File: src/rtl/mmc3_irq_controller_if.sv
// CPU write bus, PPU A12 input and IRQ outputs of the MMC3 scanline IRQ block.
// The master side is the console/bench; the slave side is the controller.
interface mmc3_irq_controller_if;
  logic        romsel;
  logic        cpu_rw_in;
  logic [14:0] cpu_addr_in;
  logic [7:0]  cpu_data_in;
  logic        ppu_a12;
  logic        irq;
  logic [7:0]  irq_counter;
  logic        irq_enabled;

  modport master (
    output romsel, cpu_rw_in, cpu_addr_in, cpu_data_in, ppu_a12,
    input  irq, irq_counter, irq_enabled
  );

  modport slave (
    input  romsel, cpu_rw_in, cpu_addr_in, cpu_data_in, ppu_a12,
    output irq, irq_counter, irq_enabled
  );
endinterface

File: src/rtl/mmc3_irq_controller.sv
// MMC3 scanline IRQ: filtered PPU A12 rising edges clock an 8-bit down-counter
// that reloads from a latch and raises a sticky, registered active-low IRQ.
module mmc3_irq_controller #(
  parameter int A12_LOW_CYCLES = 3,
  parameter bit MMC3_OLD_IRQ   = 1'b0
) (
  input  logic                   m2,
  input  logic                   reset,
  mmc3_irq_controller_if.slave   bus
);

  localparam logic [2:0] LOW_MIN = 3'(A12_LOW_CYCLES);

  logic       r_a12_meta;
  logic       r_a12_s;
  logic       r_a12_prev;
  logic [2:0] r_low_cnt;
  logic [7:0] r_latch;
  logic [7:0] r_counter;
  logic       r_reload;
  logic       r_enable;
  logic       r_pending;
  logic       r_irq;

  logic       w_strobe;
  logic       w_wr_latch;
  logic       w_wr_reload;
  logic       w_wr_disable;
  logic       w_wr_enable;
  logic       w_event;
  logic [7:0] w_latch_nxt;
  logic [7:0] w_counter_nxt;
  logic       w_reload_nxt;
  logic       w_enable_nxt;
  logic       w_pending_nxt;

  // Register writes are applied after the clock event so that a colliding
  // write overrides the event, while the event itself sees the old registers.
  always_comb begin
    // NOTE: every combinational output gets a default first, so no path leaves it unassigned (no latch).
    w_strobe      = ~bus.romsel & ~bus.cpu_rw_in;
    w_wr_latch    = w_strobe & (bus.cpu_addr_in[14:13] == 2'b10) & ~bus.cpu_addr_in[0];
    w_wr_reload   = w_strobe & (bus.cpu_addr_in[14:13] == 2'b10) &  bus.cpu_addr_in[0];
    w_wr_disable  = w_strobe & (bus.cpu_addr_in[14:13] == 2'b11) & ~bus.cpu_addr_in[0];
    w_wr_enable   = w_strobe & (bus.cpu_addr_in[14:13] == 2'b11) &  bus.cpu_addr_in[0];
    w_event       = r_a12_s & ~r_a12_prev & (r_low_cnt >= LOW_MIN);
    w_latch_nxt   = r_latch;
    w_counter_nxt = r_counter;
    w_reload_nxt  = r_reload;
    w_enable_nxt  = r_enable;
    w_pending_nxt = r_pending;

    if (w_event) begin
      if (r_counter == 8'd0 || r_reload) begin
        w_counter_nxt = r_latch;
        w_reload_nxt  = 1'b0;
      end else begin
        w_counter_nxt = r_counter - 8'd1;
      end
      // The old revision only fires on a 1->0 decrement or a forced reload.
      if (w_counter_nxt == 8'd0 && r_enable &&
          (!MMC3_OLD_IRQ || r_reload || r_counter == 8'd1)) begin
        w_pending_nxt = 1'b1;
      end
    end

    if (w_wr_reload) begin
      w_counter_nxt = 8'd0;
      w_reload_nxt  = 1'b1;
      w_pending_nxt = r_pending;
    end
    if (w_wr_latch) begin
      w_latch_nxt = bus.cpu_data_in;
    end
    if (w_wr_disable) begin
      w_enable_nxt  = 1'b0;
      w_pending_nxt = 1'b0;
    end
    if (w_wr_enable) begin
      w_enable_nxt = 1'b1;
    end
  end

  // NOTE: sequential state uses non-blocking assignments so all flops update together at the edge.
  always_ff @(posedge m2) begin
    if (reset) begin
      r_a12_meta <= 1'b0;
      r_a12_s    <= 1'b0;
      r_a12_prev <= 1'b0;
      r_low_cnt  <= 3'd0;
      r_latch    <= 8'd0;
      r_counter  <= 8'd0;
      r_reload   <= 1'b0;
      r_enable   <= 1'b0;
      r_pending  <= 1'b0;
      r_irq      <= 1'b1;
    end else begin
      r_a12_meta <= bus.ppu_a12;
      r_a12_s    <= r_a12_meta;
      r_a12_prev <= r_a12_s;
      if (r_a12_s) begin
        r_low_cnt <= 3'd0;
      end else if (r_low_cnt != 3'd7) begin
        r_low_cnt <= r_low_cnt + 3'd1;
      end
      r_latch   <= w_latch_nxt;
      r_counter <= w_counter_nxt;
      r_reload  <= w_reload_nxt;
      r_enable  <= w_enable_nxt;
      r_pending <= w_pending_nxt;
      r_irq     <= ~r_pending;
    end
  end

  assign bus.irq         = r_irq;
  assign bus.irq_counter = r_counter;
  assign bus.irq_enabled = r_enable;

endmodule

File: src/flat_wrapper.sv
// flat-port wrapper written by rule: the top's interface ports become plain ports
module mmc3_irq_controller_flat 
#(
  parameter int A12_LOW_CYCLES = 3,
  parameter bit MMC3_OLD_IRQ   = 1'b0
)
  (m2, reset, bus_romsel, bus_cpu_rw_in, bus_cpu_addr_in, bus_cpu_data_in, bus_ppu_a12, bus_irq, bus_irq_counter, bus_irq_enabled);
  mmc3_irq_controller_if bus_i ();
  input  logic m2;
  input  logic reset;
  input wire logic [$bits(bus_i.romsel)-1:0] bus_romsel;
  input wire logic [$bits(bus_i.cpu_rw_in)-1:0] bus_cpu_rw_in;
  input wire logic [$bits(bus_i.cpu_addr_in)-1:0] bus_cpu_addr_in;
  input wire logic [$bits(bus_i.cpu_data_in)-1:0] bus_cpu_data_in;
  input wire logic [$bits(bus_i.ppu_a12)-1:0] bus_ppu_a12;
  output wire logic [$bits(bus_i.irq)-1:0] bus_irq;
  output wire logic [$bits(bus_i.irq_counter)-1:0] bus_irq_counter;
  output wire logic [$bits(bus_i.irq_enabled)-1:0] bus_irq_enabled;
  assign bus_i.romsel = bus_romsel;
  assign bus_i.cpu_rw_in = bus_cpu_rw_in;
  assign bus_i.cpu_addr_in = bus_cpu_addr_in;
  assign bus_i.cpu_data_in = bus_cpu_data_in;
  assign bus_i.ppu_a12 = bus_ppu_a12;
  assign bus_irq = bus_i.irq;
  assign bus_irq_counter = bus_i.irq_counter;
  assign bus_irq_enabled = bus_i.irq_enabled;
  mmc3_irq_controller #(.A12_LOW_CYCLES(A12_LOW_CYCLES), .MMC3_OLD_IRQ(MMC3_OLD_IRQ)) u_core (.m2(m2), .reset(reset), .bus(bus_i));
endmodule
File: config.mk
export PLATFORM = sky130hd
export DESIGN_NAME = mmc3_irq_controller_flat
export DESIGN_NICKNAME = d
export VERILOG_FILES = /design/src/rtl/mmc3_irq_controller_if.sv /design/src/rtl/mmc3_irq_controller.sv /design/src/flat_wrapper.sv
export SDC_FILE = /design/constraint.sdc
export NUM_CORES = 1
export LEC_CHECK = 0
export CAP_MARGIN = 10
export CORE_ASPECT_RATIO = 1.75
export CORE_UTILIZATION = 37
export CTS_CLUSTER_DIAMETER = 40
export CTS_CLUSTER_SIZE = 28
export DETAILED_ROUTE_END_ITERATION = 12
export SLEW_MARGIN = 20
export SYNTH_ARGS = -nofsm -noshare
export SYNTH_HDL_FRONTEND = slang
export SYNTH_SLANG_ARGS = --single-unit
File: constraint.sdc
create_clock -name m2 -period 3.3 [get_ports m2]
set_input_delay 0.33 -clock m2 [delete_from_list [all_inputs] [get_ports m2]]
set_output_delay 0.33 -clock m2 [all_outputs]
set_load 0.05 [all_outputs]
==> impl_metrics.prom, run 1 <==
# TYPE chip_impl_metric gauge
chip_impl_info{name="hold_wc_path_type",value="flip-flop to flip-flop"} 1
chip_impl_metric{name="syn_avg_cell_area",unit="um^2"} 8.78
chip_impl_metric{name="fin_hold_ws",unit="ns"} 0.448
chip_impl_metric{name="design.die.area",unit="um^2"} 3910
chip_impl_metric{name="maximum_number_of_pins_on_one_net_before_global_route_repair",unit=""} 20
chip_impl_metric{name="clock.fmax",unit="GHz"} 0.440
chip_impl_metric{name="synthAdderAreaFrac",unit="%"} 4.63
chip_impl_metric{name="synth_cell_types",unit=""} 41
chip_impl_metric{name="final_net_count",unit=""} 208
chip_impl_metric{name="crit_required",unit="ns"} 3.46
chip_impl_metric{name="timing_hold_violations_final",unit=""} 0
chip_impl_metric{name="cts_inserted_buffers",unit=""} 3
chip_impl_metric{name="worst_slew_margin",unit="%"} 57.4
chip_impl_metric{name="gpl.final_weighted_congestion",unit=""} 0.823
chip_impl_metric{name="placementRows",unit=""} 28
chip_impl_metric{name="antenna_violations_before_repair",unit=""} 0
chip_impl_metric{name="syn-num-nets",unit=""} 187
chip_impl_metric{name="multi_input_comb_area",unit="um^2"} 773
chip_impl_metric{name="half_perimeter_wire_length_after_detailed_placement",unit="um"} 2320
chip_impl_metric{name="floorplan.die.width",unit="um"} 47.7
chip_impl_info{name="rsz0062_at_grt",value="false"} 1
chip_impl_metric{name="grt_remaining_overflow",unit=""} 0
chip_impl_metric{name="chipHeight",unit="um"} 82.0
chip_impl_info{name="synth_area_leaders",value="sky130_fd_sc_hd__dfxtp_1, sky130_fd_sc_hd__mux2i_1, sky130_fd_sc_hd__ha_1, sky130_fd_sc_hd__nand2_1, sky130_fd_sc_hd__nor2_1"} 1
chip_impl_metric{name="clock_path_buffers",unit=""} 2
chip_impl_metric{name="synth_area",unit="um^2"} 1350
chip_impl_metric{name="grt_first_pass_wirelength",unit="um"} 4830
chip_impl_metric{name="yosys.area_share.simple",unit="%"} 26.9
chip_impl_metric{name="detail_routed_via_count_per_cell",unit=""} 5.50
chip_impl_metric{name="static-leakage-power",unit="uW"} 0.000587
chip_impl_metric{name="drt.antenna.violating_nets",unit=""} 0
chip_impl_info{name="worst_setup_path_end_kind",value="flip-flop"} 1
chip_impl_info{name="clock-root-buffer",value="sky130_fd_sc_hd__clkbuf_8"} 1
chip_impl_metric{name="totalNegativeSetupSlack",unit="ns"} 0
chip_impl_metric{name="cap_viol_max_count",unit=""} 0
chip_impl_metric{name="vias",unit=""} 1204
chip_impl_info{name="synth_common_cells",value="sky130_fd_sc_hd__dfxtp_1, sky130_fd_sc_hd__nand2_1, sky130_fd_sc_hd__nor2_1"} 1
chip_impl_metric{name="resized_cells_post_cts",unit=""} 0
chip_impl_metric{name="wirelength",unit="um"} 3060
chip_impl_metric{name="i_o_pin_total",unit=""} 38
chip_impl_info{name="critical_path_class",value="flip-flop to flip-flop"} 1
chip_impl_metric{name="ff_latch_area",unit="um^2"} 520
chip_impl_metric{name="tritoncts_num_sinks",unit=""} 26
chip_impl_info{name="run_status",value="completed"} 1
chip_impl_metric{name="synth_compound_area_share",unit="%"} 16.8
chip_impl_metric{name="area_growth_from_synthesis_to_layout",unit="%"} 23.8
chip_impl_info{name="crit_path_start_kind",value="flip-flop"} 1
chip_impl_metric{name="placeableCoreArea",unit="um^2"} 3430
chip_impl_metric{name="final_max_slew_viol_count",unit=""} 0
chip_impl_metric{name="crit_fanout",unit=""} 10
chip_impl_info{name="cts_tree",value="done"} 1
chip_impl_metric{name="final_layout_size_suffix_gt1_share",unit="%"} 5.75
chip_impl_info{name="yosys.area.top_type",value="sky130_fd_sc_hd__dfxtp_1"} 1
chip_impl_metric{name="synth-xor-area-share",unit="%"} 1.30
chip_impl_metric{name="global_route.usage.total",unit="%"} 17.4
chip_impl_metric{name="synthMuxAreaShare",unit="%"} 7.49
chip_impl_metric{name="postSynthCellCount",unit=""} 154
chip_impl_metric{name="setup-violations-final",unit=""} 0
chip_impl_metric{name="clock_insertion_delay_worst_skew",unit="ns"} 0.27
chip_impl_metric{name="final_min_period",unit="ns"} 2.27
chip_impl_metric{name="synth.top_cell.area_share",unit="%"} 38.5
chip_impl_metric{name="power_per_cell_area",unit="nW/um^2"} 349
chip_impl_metric{name="ys_ff_latch",unit=""} 26
chip_impl_metric{name="worst-slew-pin-transition",unit="ns"} 0.638
chip_impl_metric{name="async_flop_share",unit="%"} 0
chip_impl_metric{name="final.setup_skew",unit="ns"} 0.00350
chip_impl_metric{name="clk_pin_slew",unit="ns"} 0.09
chip_impl_metric{name="cts_hold_buf",unit=""} 0
chip_impl_metric{name="drc",unit=""} 0
chip_impl_metric{name="num-fill-cells",unit=""} 367
chip_impl_metric{name="timing.critical_path.arrival",unit="ns"} 2.43
chip_impl_metric{name="synth-edff-count",unit=""} 0
chip_impl_info{name="synth_top_family_by_area",value="simple AND/OR/NAND/NOR gates"} 1
chip_impl_metric{name="detailedRoute.firstPassIterationCount",unit=""} 4
chip_impl_metric{name="drt-initial-drc-count",unit=""} 30
chip_impl_metric{name="htree_num_levels",unit=""} 1
chip_impl_metric{name="postCtsSetupBuffers",unit=""} 0
chip_impl_metric{name="number_of_global_route_vias_before_repair",unit=""} 1073
chip_impl_metric{name="start_util",unit="%"} 39.4
chip_impl_metric{name="layout_worst_path_cycle_share",unit="%"} 68.9
chip_impl_info{name="synthFlopType",value="sky130_fd_sc_hd__dfxtp_1"} 1
chip_impl_metric{name="routed_wire_length_per_instance",unit="um"} 14.0
chip_impl_metric{name="input_output_buffers",unit=""} 25
chip_impl_metric{name="irDropWorstVdd",unit="V"} 0.000230
chip_impl_metric{name="number_of_diodes",unit=""} 0
chip_impl_info{name="synthMostInstantiatedCell",value="sky130_fd_sc_hd__dfxtp_1"} 1
chip_impl_metric{name="synth_seq_area_share",unit="%"} 38.5
chip_impl_metric{name="synth.yosys.warnings",unit=""} 0
[critical path: stages (launching register included)]
cell	delay (ns)
sky130_fd_sc_hd__dfxtp_1	0.41
sky130_fd_sc_hd__inv_1	0.16
sky130_fd_sc_hd__ha_1	0.22
sky130_fd_sc_hd__nor3b_1	0.55
sky130_fd_sc_hd__a21oi_2	0.23
sky130_fd_sc_hd__mux2_1	0.36
sky130_fd_sc_hd__a22oi_1	0.18
sky130_fd_sc_hd__nor2_1	0.05
[per-layer routing]
| layer | vias to the layer above | GRT usage, % | share of wire [%] |
|---|---|---|---|
| li1 | 594 | - | - |
| met1 | 579 | 19.3 | 39 |
| met2 | 27 | 30.1 | 56 |
| met3 | 4 | 2.20 | 3.4 |
| met4 | 0 | 9.17 | 1.9 |
| met5 | - | 0 | 0 |
[layout make-up]
class	count	area share (%)
clock buffers	4	3.29
inverters	3	0.673
multi-input cells	115	46.2
flip-flops and latches	26	31.1
well taps	45	3.36
repair buffers	26	15.4
[through the flow]
stage | cell area [um^2] | util, % | setup WS (ns) | std cells | power (uW)
2_1_floorplan | 1350 | - | 0.855 | 154 | 358
3_3_place_gp | 1620 | 47.2 | 1.06 | 215 | 382
3_5_place_dp | 1620 | 47.2 | 1.04 | 215 | 384
4_1_cts | 1670 | 48.8 | 1.03 | 219 | 593
5_1_grt | 1670 | 48.8 | 0.895 | 219 | 611
6_report | 1670 | 48.8 | 1.03 | 219 | 584
[report_power, final]
group          switching (uW)  internal (uW)  total (uW)
Combinational            21.9           28.7        50.7
Sequential               5.55            320         325
Clock                     101            107         208
[cell families (layout without fill, tap and decap cells)]
kind of cell | Yosys count | in the layout
XOR/XNOR | 2 | 2
buffers and inverters | 13 | 33
flip-flops | 26 | 26
adder cells (fa/ha/maj) | 5 | 5
multiplexers | 10 | 10
AO/OA/AOI/OAI | 33 | 33
AND/OR/NAND/NOR | 65 | 65
[sequential cells by signal (all words and copies together) (netlist names)]
register                count
u_core.bus.irq              1
u_core.bus.irq_counter      8
u_core.bus.irq_enabled      1
u_core.r_a12_meta           1
u_core.r_a12_prev           1
u_core.r_a12_s              1
u_core.r_latch              8
u_core.r_low_cnt            3
u_core.r_pending            1
u_core.r_reload             1
[final timing paths]
check                                                from                         to  slack (ns)  cells past startpoint
worst max-delay path            u_core.bus.irq_counter[0]  u_core.bus.irq_counter[3]        1.03                      7
worst max register to register  u_core.bus.irq_counter[0]  u_core.bus.irq_counter[3]        1.03                      7
worst min-delay path                    u_core.r_a12_meta             u_core.r_a12_s        0.45                      1
worst min register to register          u_core.r_a12_meta             u_core.r_a12_s        0.45                      1
[placed cells by master (no fill, tap or decap), drive strengths merged, types with 3 or more instances in the layout]
cell type      count
a21oi              9
a31oi              3
clkbuf             4
clkdlybuf4s50     25
dfxtp             26
ha                 5
inv                3
mux2i              9
nand2             15
nand3              5
nand4b             4
nor2              15
nor2b              3
nor3               5
nor3b              3
nor4               4
o21ai              5
o21bai             4
Note: power is estimated with default switching activity, not from simulation.
==> run 2: changes to the inputs <==
PLACE_DENSITY = 0.67   (was unset)
clock period = 2 ns   (was 3.3 ns; I/O delays follow)
==> run 2 against run 1 <==
  * Highest routed layer unchanged
  * Cell area grew 6.4%
  * Clock power grew 82%
  * Clock-buffer cell count is the same
  * Power grew 72%
  * Critical endpoint is now u_core.r_pending
  * Critical path type unchanged
==> impl_metrics.prom, run 2 (synthesis results as in run 1) <==
# TYPE chip_impl_metric gauge
chip_impl_info{name="min_to",value="u_core.bus.irq"} 1
chip_impl_metric{name="final_layout_size_suffix_gt1_share",unit="%"} 13.0
chip_impl_metric{name="final_max_slew_viol_count",unit=""} 0
chip_impl_info{name="final_common_cell",value="sky130_fd_sc_hd__clkdlybuf4s50_1"} 1
chip_impl_metric{name="area_growth_from_synthesis_to_layout",unit="%"} 31.6
chip_impl_metric{name="final_min_period",unit="ns"} 1.85
chip_impl_metric{name="postCtsSetupBuffers",unit=""} 0
chip_impl_info{name="rsz0062_at_grt",value="false"} 1
chip_impl_metric{name="num-fill-cells",unit=""} 362
chip_impl_info{name="hold_wc_path_type",value="flip-flop to flip-flop"} 1
chip_impl_metric{name="placeableCoreArea",unit="um^2"} 3430
chip_impl_metric{name="input_output_buffers",unit=""} 25
chip_impl_metric{name="number_of_diodes",unit=""} 0
chip_impl_metric{name="htree_num_levels",unit=""} 1
chip_impl_metric{name="clock_path_buffers",unit=""} 2
chip_impl_metric{name="maximum_number_of_pins_on_one_net_before_global_route_repair",unit=""} 16
chip_impl_info{name="min_from",value="u_core.r_pending"} 1
chip_impl_metric{name="timing.hold.worst_path_depth",unit=""} 1
chip_impl_metric{name="path_depth",unit=""} 7
chip_impl_metric{name="regToRegSetupSlack",unit="ns"} 0.15
chip_impl_metric{name="cts_hold_buf",unit=""} 0
chip_impl_metric{name="placementRows",unit=""} 28
chip_impl_info{name="layout.cells.most_common_list",value="sky130_fd_sc_hd__clkdlybuf4s50_1, sky130_fd_sc_hd__dfxtp_1, sky130_fd_sc_hd__nand2_1, sky130_fd_sc_hd__nor2_1, sky130_fd_sc_hd__buf_4"} 1
chip_impl_metric{name="setup-violations-final",unit=""} 0
chip_impl_metric{name="design.die.area",unit="um^2"} 3910
chip_impl_metric{name="power_per_cell_area",unit="nW/um^2"} 563
chip_impl_metric{name="critical_path.max_stage_delay",unit="ns"} 0.39
chip_impl_metric{name="layout_worst_path_cycle_share",unit="%"} 92.6
chip_impl_metric{name="vias",unit=""} 1215
chip_impl_metric{name="i_o_pin_total",unit=""} 38
chip_impl_metric{name="dpl-instance-area",unit="um^2"} 1710
chip_impl_metric{name="drc",unit=""} 0
chip_impl_metric{name="fin_hold_ws",unit="ns"} 0.437
chip_impl_info{name="critical_path_class",value="flip-flop to flip-flop"} 1
chip_impl_metric{name="ff2ff_path_depth",unit=""} 7
chip_impl_info{name="run_status",value="completed"} 1
chip_impl_metric{name="clock.fmax",unit="GHz"} 0.540
chip_impl_info{name="r2r_end",value="u_core.r_pending"} 1
chip_impl_metric{name="static-leakage-power",unit="uW"} 0.000653
chip_impl_metric{name="start_util",unit="%"} 39.4
chip_impl_metric{name="gpl.final_weighted_congestion",unit=""} 0.859
chip_impl_metric{name="worst-slew-pin-transition",unit="ns"} 0.507
chip_impl_info{name="crit_path_start_kind",value="flip-flop"} 1
chip_impl_info{name="timing.critical_path.max_delay_family",value="compound AO/OA/AOI/OAI gates"} 1
chip_impl_info{name="reg2reg_from",value="u_core.bus.irq_counter[0]"} 1
chip_impl_metric{name="cts_inserted_buffers",unit=""} 3
chip_impl_metric{name="global_route.usage.total",unit="%"} 17.8
chip_impl_metric{name="number_of_global_route_vias_before_repair",unit=""} 1138
chip_impl_metric{name="routed_wire_length_per_instance",unit="um"} 13.7
chip_impl_metric{name="grt_first_pass_wirelength",unit="um"} 4990
chip_impl_metric{name="resized_cells_post_cts",unit=""} 0
chip_impl_metric{name="grt_remaining_overflow",unit=""} 0
chip_impl_metric{name="tritoncts_num_sinks",unit=""} 26
chip_impl_metric{name="clock_insertion_delay_worst_skew",unit="ns"} 0.27
chip_impl_metric{name="crit_fanout",unit=""} 3
chip_impl_info{name="timing.critical_path.cells",value="inv_1 > ha_1 > o21bai_1 > and3b_1 > o311a_1 > or3_1 > o22ai_2"} 1
chip_impl_metric{name="timing_hold_violations_final",unit=""} 0
chip_impl_info{name="cpMaxStageDelayCell",value="sky130_fd_sc_hd__or3_1"} 1
chip_impl_metric{name="final_cell_area",unit="um^2"} 1780
chip_impl_metric{name="timing.critical_path.arrival",unit="ns"} 2.06
chip_impl_metric{name="drt.antenna.violating_nets",unit=""} 0
chip_impl_metric{name="critical_path_buf_inv_count",unit=""} 1
chip_impl_metric{name="cap_viol_max_count",unit=""} 0
chip_impl_metric{name="irDropWorstVdd",unit="V"} 0.000501
chip_impl_metric{name="wirelength",unit="um"} 3160
chip_impl_metric{name="final.setup_skew",unit="ns"} 0.00348
chip_impl_metric{name="crit_required",unit="ns"} 2.20
chip_impl_metric{name="final_net_count",unit=""} 219
chip_impl_metric{name="totalNegativeSetupSlack",unit="ns"} 0
chip_impl_metric{name="detail_routed_via_count_per_cell",unit=""} 5.28
chip_impl_metric{name="drt-initial-drc-count",unit=""} 22
chip_impl_metric{name="half_perimeter_wire_length_after_detailed_placement",unit="um"} 2480
chip_impl_metric{name="floorplan.die.width",unit="um"} 47.7
chip_impl_metric{name="clk_pin_slew",unit="ns"} 0.09
chip_impl_info{name="cts_tree",value="done"} 1
chip_impl_metric{name="antenna_violations_before_repair",unit=""} 0
chip_impl_info{name="worst_setup_path_end_kind",value="flip-flop"} 1
chip_impl_metric{name="chipHeight",unit="um"} 82.0
chip_impl_metric{name="worst_slew_margin",unit="%"} 66.1
chip_impl_info{name="clock-root-buffer",value="sky130_fd_sc_hd__clkbuf_8"} 1
chip_impl_metric{name="detailedRoute.firstPassIterationCount",unit=""} 4
-- run 2: worst register-to-register path, stage by stage (launching register included) --
cell and delay (ns):
sky130_fd_sc_hd__dfxtp_4 0.35, sky130_fd_sc_hd__inv_1 0.04, sky130_fd_sc_hd__ha_1 0.22, sky130_fd_sc_hd__o21bai_1 0.16, sky130_fd_sc_hd__and3b_1 0.18, sky130_fd_sc_hd__o311a_1 0.30
sky130_fd_sc_hd__or3_1 0.39, sky130_fd_sc_hd__o22ai_2 0.14
-- run 2: routing by layer --
layer,up-vias,wire length (um),part of all wire (%),track usage (%)
li1,616,-,-,-
met5,-,0,0,0
met2,23,1850,58,33.4
met4,0,26,0.82,7.50
met3,2,63,2.0,1.98
met1,574,1220,39,18.5
-- run 2: how the worst max path moves through the flow --
stage	endpoint	slack, ns	startpoint
floorplan	u_core.r_pending	-0.03	u_core.bus.irq_counter[0]
global placement	u_core.r_pending	0.19	u_core.bus.irq_counter[0]
detailed placement	u_core.r_latch[3]	0.13	bus_cpu_addr_in[14]
CTS	u_core.r_pending	0.13	u_core.bus.irq_counter[0]
global route	u_core.r_pending	0.06	u_core.bus.irq_counter[0]
finish	u_core.r_pending	0.15	u_core.bus.irq_counter[0]
-- run 2: final cells by class --
cell class              count  area, um^2  area share (%)
clock buffers               4        66.3            3.72
inverters                   3        11.3           0.632
multi-input cells         115         778            43.7
flip-flops and latches     26         528            29.7
well taps                  45        56.3            3.16
repair buffers             37         340            19.1
-- run 2: metrics by stage --
step,std cells,total power [uW],util (%),worst slack (ns)
after detailed placement,226,637,49.9,0.125
final,230,1000,51.9,0.147
after floorplan,154,588,-,-0.0261
after global placement,226,630,49.9,0.185
after global routing,230,1050,51.9,0.0587
after CTS,230,1020,51.9,0.135
-- run 2: where the power goes --
part	leakage, uW	switching, uW	internal, uW	total, uW
combinational	0.000406	38.6	51.2	89.8
sequential	0.000212	9.42	525	534
clock	0.0000339	162	217	379
